### src/rtl/ps2_key_fifo_if.sv
// Keyboard event FIFO bus: toggle-encoded key input, CPU pop/flush strobes, queue status.
interface ps2_key_fifo_if #(
   parameter int DEPTH = 16,
   parameter int CW    = $clog2(DEPTH) + 1
);
   logic [10:0]   ps2_key;
   logic          rd;
   logic          clear;
   logic          key_valid;
   logic [9:0]    key_data;
   logic [CW-1:0] key_count;
   logic          overflow;

   modport master (
      output ps2_key, rd, clear,
      input  key_valid, key_data, key_count, overflow
   );

   modport slave (
      input  ps2_key, rd, clear,
      output key_valid, key_data, key_count, overflow
   );
endinterface

### src/rtl/ps2_key_fifo.sv
// Turns each toggle of the ps2_key word into a queued {pressed, extended, code} event, popped by CPU reads.
// Optional typematic-repeat filter enabled by defining PS2_KEY_FIFO_REPEAT_FILTER_EN.
module ps2_key_fifo #(
   parameter int DEPTH = 16,
   parameter int CW    = $clog2(DEPTH) + 1
) (
   input logic            clk_24,
   input logic            reset_n,
   ps2_key_fifo_if.slave  bus
);
   localparam int            AW       = $clog2(DEPTH);
   localparam logic [AW-1:0] PTR_ZERO = AW'(0);
   localparam logic [AW-1:0] PTR_ONE  = AW'(1);
   localparam logic [CW-1:0] CNT_ZERO = CW'(0);
   localparam logic [CW-1:0] CNT_ONE  = CW'(1);
   localparam logic [CW-1:0] CNT_FULL = CW'(DEPTH);

   logic [9:0]    mem_r [DEPTH];
   logic [AW-1:0] wr_ptr_r;
   logic [AW-1:0] rd_ptr_r;
   logic [CW-1:0] count_r;
   logic [CW-1:0] count_nxt_s;
   logic          overflow_r;
   logic          primed_r;
   logic          prev_toggle_r;
   logic          key_valid_r;
   logic [9:0]    key_data_r;

   logic          push_req_s;
   logic          accept_s;
   logic          full_s;
   logic          pop_s;
   logic          do_push_s;
   logic          do_pop_s;
   logic          drop_s;

   // Toggle edge detection; nothing fires until the first post-reset edge has primed prev_toggle
   always_comb begin
      push_req_s = primed_r & (bus.ps2_key[10] != prev_toggle_r);
   end

`ifdef PS2_KEY_FIFO_REPEAT_FILTER_EN
   logic [9:0] last_make_r;
   logic       last_make_vld_r;
   logic       match_s;
   logic       repeat_s;

   // last_make always stores a make event, so its pressed bit is compared as a constant 1
   always_comb begin
      match_s  = last_make_vld_r & (last_make_r == {1'b1, bus.ps2_key[8:0]});
      repeat_s = bus.ps2_key[9] & match_s;
      accept_s = push_req_s & ~repeat_s;
   end

   // Typematic filter state: remembers the last accepted make until its matching break
   always_ff @(posedge clk_24 or negedge reset_n) begin
      if (!reset_n) begin
         last_make_r     <= 10'h000;
         last_make_vld_r <= 1'b0;
      end else if (bus.clear) begin
         last_make_vld_r <= 1'b0;
      end else if (accept_s && bus.ps2_key[9]) begin
         last_make_r     <= bus.ps2_key[9:0];
         last_make_vld_r <= 1'b1;
      end else if (push_req_s && !bus.ps2_key[9] && match_s) begin
         last_make_vld_r <= 1'b0;
      end
   end
`else
   // Without the filter every toggle is a candidate for the queue
   always_comb begin
      accept_s = push_req_s;
   end
`endif

   // Push/pop arbitration: a full FIFO still accepts a push when a pop frees a slot on the same edge
   always_comb begin
      full_s    = (count_r == CNT_FULL);
      pop_s     = bus.rd & (count_r != CNT_ZERO);
      do_push_s = accept_s & (~full_s | pop_s) & ~bus.clear;
      do_pop_s  = pop_s & ~bus.clear;
      drop_s    = accept_s & full_s & ~pop_s & ~bus.clear;
   end

   // Occupancy next-state
   always_comb begin
      case ({do_push_s, do_pop_s})
         2'b10:   count_nxt_s = count_r + CNT_ONE;
         2'b01:   count_nxt_s = count_r - CNT_ONE;
         default: count_nxt_s = count_r;
      endcase
   end

   // Pointers, occupancy, status flags; clear outranks push and pop
   always_ff @(posedge clk_24 or negedge reset_n) begin
      if (!reset_n) begin
         wr_ptr_r    <= PTR_ZERO;
         rd_ptr_r    <= PTR_ZERO;
         count_r     <= CNT_ZERO;
         overflow_r  <= 1'b0;
         key_valid_r <= 1'b0;
      end else if (bus.clear) begin
         wr_ptr_r    <= PTR_ZERO;
         rd_ptr_r    <= PTR_ZERO;
         count_r     <= CNT_ZERO;
         overflow_r  <= 1'b0;
         key_valid_r <= 1'b0;
      end else begin
         if (do_push_s) wr_ptr_r <= wr_ptr_r + PTR_ONE;
         if (do_pop_s)  rd_ptr_r <= rd_ptr_r + PTR_ONE;
         if (drop_s)    overflow_r <= 1'b1;
         count_r     <= count_nxt_s;
         key_valid_r <= (count_nxt_s != CNT_ZERO);
      end
   end

   // prev_toggle follows the input on every edge, including clear edges, so no phantom event follows
   always_ff @(posedge clk_24 or negedge reset_n) begin
      if (!reset_n) begin
         primed_r      <= 1'b0;
         prev_toggle_r <= 1'b0;
      end else begin
         primed_r      <= 1'b1;
         prev_toggle_r <= bus.ps2_key[10];
      end
   end

   // Event storage
   always_ff @(posedge clk_24) begin
      if (do_push_s) mem_r[wr_ptr_r] <= bus.ps2_key[9:0];
   end

   // Registered head read; holds its last value while empty
   always_ff @(posedge clk_24 or negedge reset_n) begin
      if (!reset_n) begin
         key_data_r <= 10'h000;
      end else if (count_r != CNT_ZERO) begin
         key_data_r <= mem_r[rd_ptr_r];
      end
   end

   assign bus.key_valid = key_valid_r;
   assign bus.key_data  = key_data_r;
   assign bus.key_count = count_r;
   assign bus.overflow  = overflow_r;
endmodule

### src/flat_wrapper.sv
// flat-port wrapper written by rule: the top's interface ports become plain ports
module ps2_key_fifo_flat 
#(
   parameter int DEPTH = 16,
   parameter int CW    = $clog2(DEPTH) + 1
)
  (clk_24, reset_n, bus_ps2_key, bus_rd, bus_clear, bus_key_valid, bus_key_data, bus_key_count, bus_overflow);
  ps2_key_fifo_if #(.DEPTH(DEPTH), .CW(CW)) bus_i ();
  input logic clk_24;
  input logic reset_n;
  input wire logic [$bits(bus_i.ps2_key)-1:0] bus_ps2_key;
  input wire logic [$bits(bus_i.rd)-1:0] bus_rd;
  input wire logic [$bits(bus_i.clear)-1:0] bus_clear;
  output wire logic [$bits(bus_i.key_valid)-1:0] bus_key_valid;
  output wire logic [$bits(bus_i.key_data)-1:0] bus_key_data;
  output wire logic [$bits(bus_i.key_count)-1:0] bus_key_count;
  output wire logic [$bits(bus_i.overflow)-1:0] bus_overflow;
  assign bus_i.ps2_key = bus_ps2_key;
  assign bus_i.rd = bus_rd;
  assign bus_i.clear = bus_clear;
  assign bus_key_valid = bus_i.key_valid;
  assign bus_key_data = bus_i.key_data;
  assign bus_key_count = bus_i.key_count;
  assign bus_overflow = bus_i.overflow;
  ps2_key_fifo #(.DEPTH(DEPTH), .CW(CW)) u_core (.clk_24(clk_24), .reset_n(reset_n), .bus(bus_i));
endmodule
### config.mk
export PLATFORM = sky130hd
export DESIGN_NAME = ps2_key_fifo_flat
export DESIGN_NICKNAME = d
export VERILOG_FILES = /design/src/rtl/ps2_key_fifo_if.sv /design/src/rtl/ps2_key_fifo.sv /design/src/flat_wrapper.sv
export SDC_FILE = /design/constraint.sdc
export NUM_CORES = 1
export LEC_CHECK = 0
export ABC_AREA = 0
export BUFFER_PORTS_ARGS = -buffer_cell sky130_fd_sc_hd__buf_2
export CAP_MARGIN = 5
export CORE_MARGIN = 3
export CORE_UTILIZATION = 43
export CTS_CLUSTER_SIZE = 10
export DETAILED_ROUTE_END_ITERATION = 6
export PLACE_DENSITY_LB_ADDON = 0.15
export SYNTH_ARGS = -nofsm -noshare
export SYNTH_HDL_FRONTEND = slang
export SYNTH_SLANG_ARGS = --single-unit
### constraint.sdc
create_clock -name clk_24 -period 3.9 [get_ports clk_24]
set_clock_uncertainty 0.05 [all_clocks]
set_input_delay 0.195 -clock clk_24 [delete_from_list [all_inputs] [get_ports clk_24]]
set_output_delay 0.195 -clock clk_24 [all_outputs]
set_load 0.01 [all_outputs]
==> key figures <==
Critical path
  – Kind of critical path: reg -> reg
  – CP startpoint: u_core.bus.key_count[1]
  – Critical path peak fanout: 10
  – CP max stage delay: 620 ps
  – RR Startpoint: u_core.bus.key_count[1]
  – Slowest stage cell on the critical path: or4_4
  – Worst EP arrival: 3860 ps
  – Worst path cell trace: or4_4 > o311a_1 > nand2b_1 > ha_1 > xor2_1 > ha_1 > a21oi_1 > mux2i_1 > xor2_1 > a21oi_1 > or3_1
  – CP Data Required Time: 4150 ps
  – Startpoint Class: flip-flop
  – Element type at the critical path end: flip-flop

Power
  – LEAKAGE: 2.96 nW
  – Power per Cell Area: 498 nW/um2
  – Total power: 4.38 mW
  – Maximum VDD drop: 0.000322 V

Synth
  – Seq cells post-synth: 187
  – Commonest register cell after synthesis: edfxtp_1
  – Number of synthesized flops with an enable pin: 160
  – Area contributors post-synth: edfxtp_1 63%, dfrtp_1 8.8%, mux4_2 7.0%
  – Mapped Area: 7680 um2
  – Post-Syn Instances: 444
  – Asr flop ratio synth: 0.144
  – Area share of the largest cell type after synthesis: 0.626
  – Top cell type by total area after synthesis: edfxtp_1
  – Syn Nets: 467
  – Ys Warns: 0
  – Register area share after synthesis: 0.713
  – Yosys cell types: 44
  – Mean Syn Cell Area: 17.3 um2

Floorplan
  – Starting Density: 0.441
  – Core Box Area: 17400 um2
  – # IOs: 32
  – Die Area: 19500 um2
  – Die H: 140 um
  – Row Count: 48
  – Die width: 140 um

Detailed routing
  – Via density per instance: 5.49
  – 1st-pass router iterations: 4
  – Routed wire length per instance: 21.0 um
  – Via count: 4001
  – Initial drt markers: 258
  – Final ANT Viol Nets: 0
  – Total Wirelength: 15.3 mm
  – Post-route DRC: 0

Clocking
  – Cts hold-fix bufs: 2
  – CTS Buffer Depth: 2
  – PostCTS Resize Cnt: 0
  – Post-CTS setup repair buffer count: 0
  – Clk_lat worst skew: 420 ps
  – Num CTS Buffers: 17
  – CTS tree: built
  – Clk pin slew, worst setup/hold paths: 70 ps
  – CTS Root Cell: clkbuf_16
  – Clock sinks: 187
  – H-tree level count: 4

Flow run
  – Max_cap viols: 0

Layout
  – ANT cells: 0
  – Area growth syn-to-layout: 14.5%
  – Final core utilization: 0.505
  – Number of nets in the layout: 514
  – Final Non-Filler Cells: 729
  – Commonest non-fill, non-tap cell in the layout: edfxtp_1
  – Most frequent cells in the layout: 160 x edfxtp_1, 31 x buf_2, 27 x mux2_2, 25 x dfrtp_1, 24 x mux4_2
  – Layout cell share with drive strength beyond 1: 0.288

Run status
  – Status: completed

Timing
  – Hold_ws: 100 ps
  – Max-slew violations: 0
  – Slew HR: 0.383
  – Final setup viols: 0
  – Hold Fails Final Rpt: 0
  – Fin crit period: 3610 ps
  – Final setup TNS: 0 ps
  – Fmax: 0.277 GHz
  – Part of the cycle the worst path needs: 0.925
  – Worst-Margin Slew: 925 ps
  – RSZ-0062 raised after global routing: no

Global routing
  – Met2 Usage GRT: 0.270
  – Largest net degree at the start of global routing: 42
  – GR peak layer: met2
  – Met1 Use GR: 0.222
  – Met3 Use GR: 0.0340
  – Grt ovf: 0
  – Total track usage: 0.165
  – Vias in the first global route: 4135
  – Global-route wire length before repair: 23.9 mm
  – Antenna violations before repair: 0

Placed design
  – Final GP Congestion: 0.826
  – Inst Count DP: 695
  – I/O Buffers: 31
  – HPWL after detailed placement: 9.42 mm

Min path
  – HP Class: in -> reg
  – Hold Crit Start: bus_ps2_key[3]
## metal layers
| layer | routed length, um | share of wire |
|---|---|---|
| met2 | 7570 | 0.49 |
| met4 | 277 | 0.018 |
| met3 | 395 | 0.026 |
| met5 | 0 | 0 |
| met1 | 7090 | 0.46 |
## worst max-delay path, delay by kind of cell, from the launching register on
kind            cells  cell delay [ps]
compound gates      3              690
xor+xnor            2              330
fa+ha+maj           2              590
flops               1              480
mux                 1              260
simple gates        3             1090
## power breakdown
group	leakage [nW]	switching [mW]	internal, mW	total, mW
registers	1.79	0.0814	2.23	2.32
logic	0.895	0.193	0.193	0.386
clock network	0.274	0.700	0.978	1.68
## metrics by stage
step	worst slack, ps	cell area, um2
floorplan	560	7680
global placement	456	8190
detailed placement	307	8190
CTS	289	8800
global route	51.8	8800
finish	291	8800
## cell usage after synthesis (2+ instances only)
cell type / count
a21oi_1: 16
a221o_1: 8
buf_1: 3
buf_2: 6
buf_4: 5
clkbuf_1: 11
dfrtp_1: 27
edfxtp_1: 160
ha_1: 8
inv_1: 4
mux2_2: 27
mux2i_1: 21
mux4_2: 24
nand2_1: 12
nand2b_1: 2
nand3_1: 2
nand3b_1: 2
nor2_1: 23
nor2b_1: 4
nor3_1: 15
nor4b_1: 3
nor4bb_1: 2
o211ai_1: 2
o21ai_0: 12
o21bai_1: 8
o22ai_1: 8
o311a_1: 2
or3_1: 4
xnor2_1: 2
xor2_1: 7
## final cells by class
cell class | instances | area [um2]
fillers | 1457 | 8620
inverters | 4 | 15.0
multi-input cells | 227 | 2100
clock buffers | 22 | 464
flip-flops and latches | 187 | 5490
clock inverters | 10 | 118
well taps | 225 | 282
repair buffers | 54 | 333
## state kept, by name, summed over array words and instances, names as in the netlist
signal,flops
u_core.bus.key_data,10
u_core.primed_r,1
u_core.bus.key_valid,1
u_core.bus.key_count,5
u_core.rd_ptr_r,4
u_core.mem_r,160
u_core.wr_ptr_r,4
u_core.bus.overflow,1
u_core.prev_toggle_r,1
## path summary, 6_finish.rpt
kind / to / depth (start not counted) / slack (ps)
max: u_core.bus.key_valid / 11 / 290
min: u_core.mem_r[13][3] / 1 / 100
max reg2reg: u_core.bus.key_valid / 11 / 290
min reg2reg: u_core.bus.key_data[1] / 2 / 460
max in group asynchronous: u_core.rd_ptr_r[0] / 2 / 2970
min in group asynchronous: u_core.bus.key_data[7] / 2 / 300
## cell families after synthesis
family,count (synthesis),synth area share
flip-flops,187,0.713
AND/OR/NAND/NOR,74,0.0494
multiplexers,72,0.137
AO/OA/AOI/OAI,63,0.0570
buffers and inverters,30,0.0191
XOR/XNOR,9,0.0103
adder cells (fa/ha/maj),8,0.0130
other,1,0.000488
No activity file was read; power rests on OpenSTA's default activity.
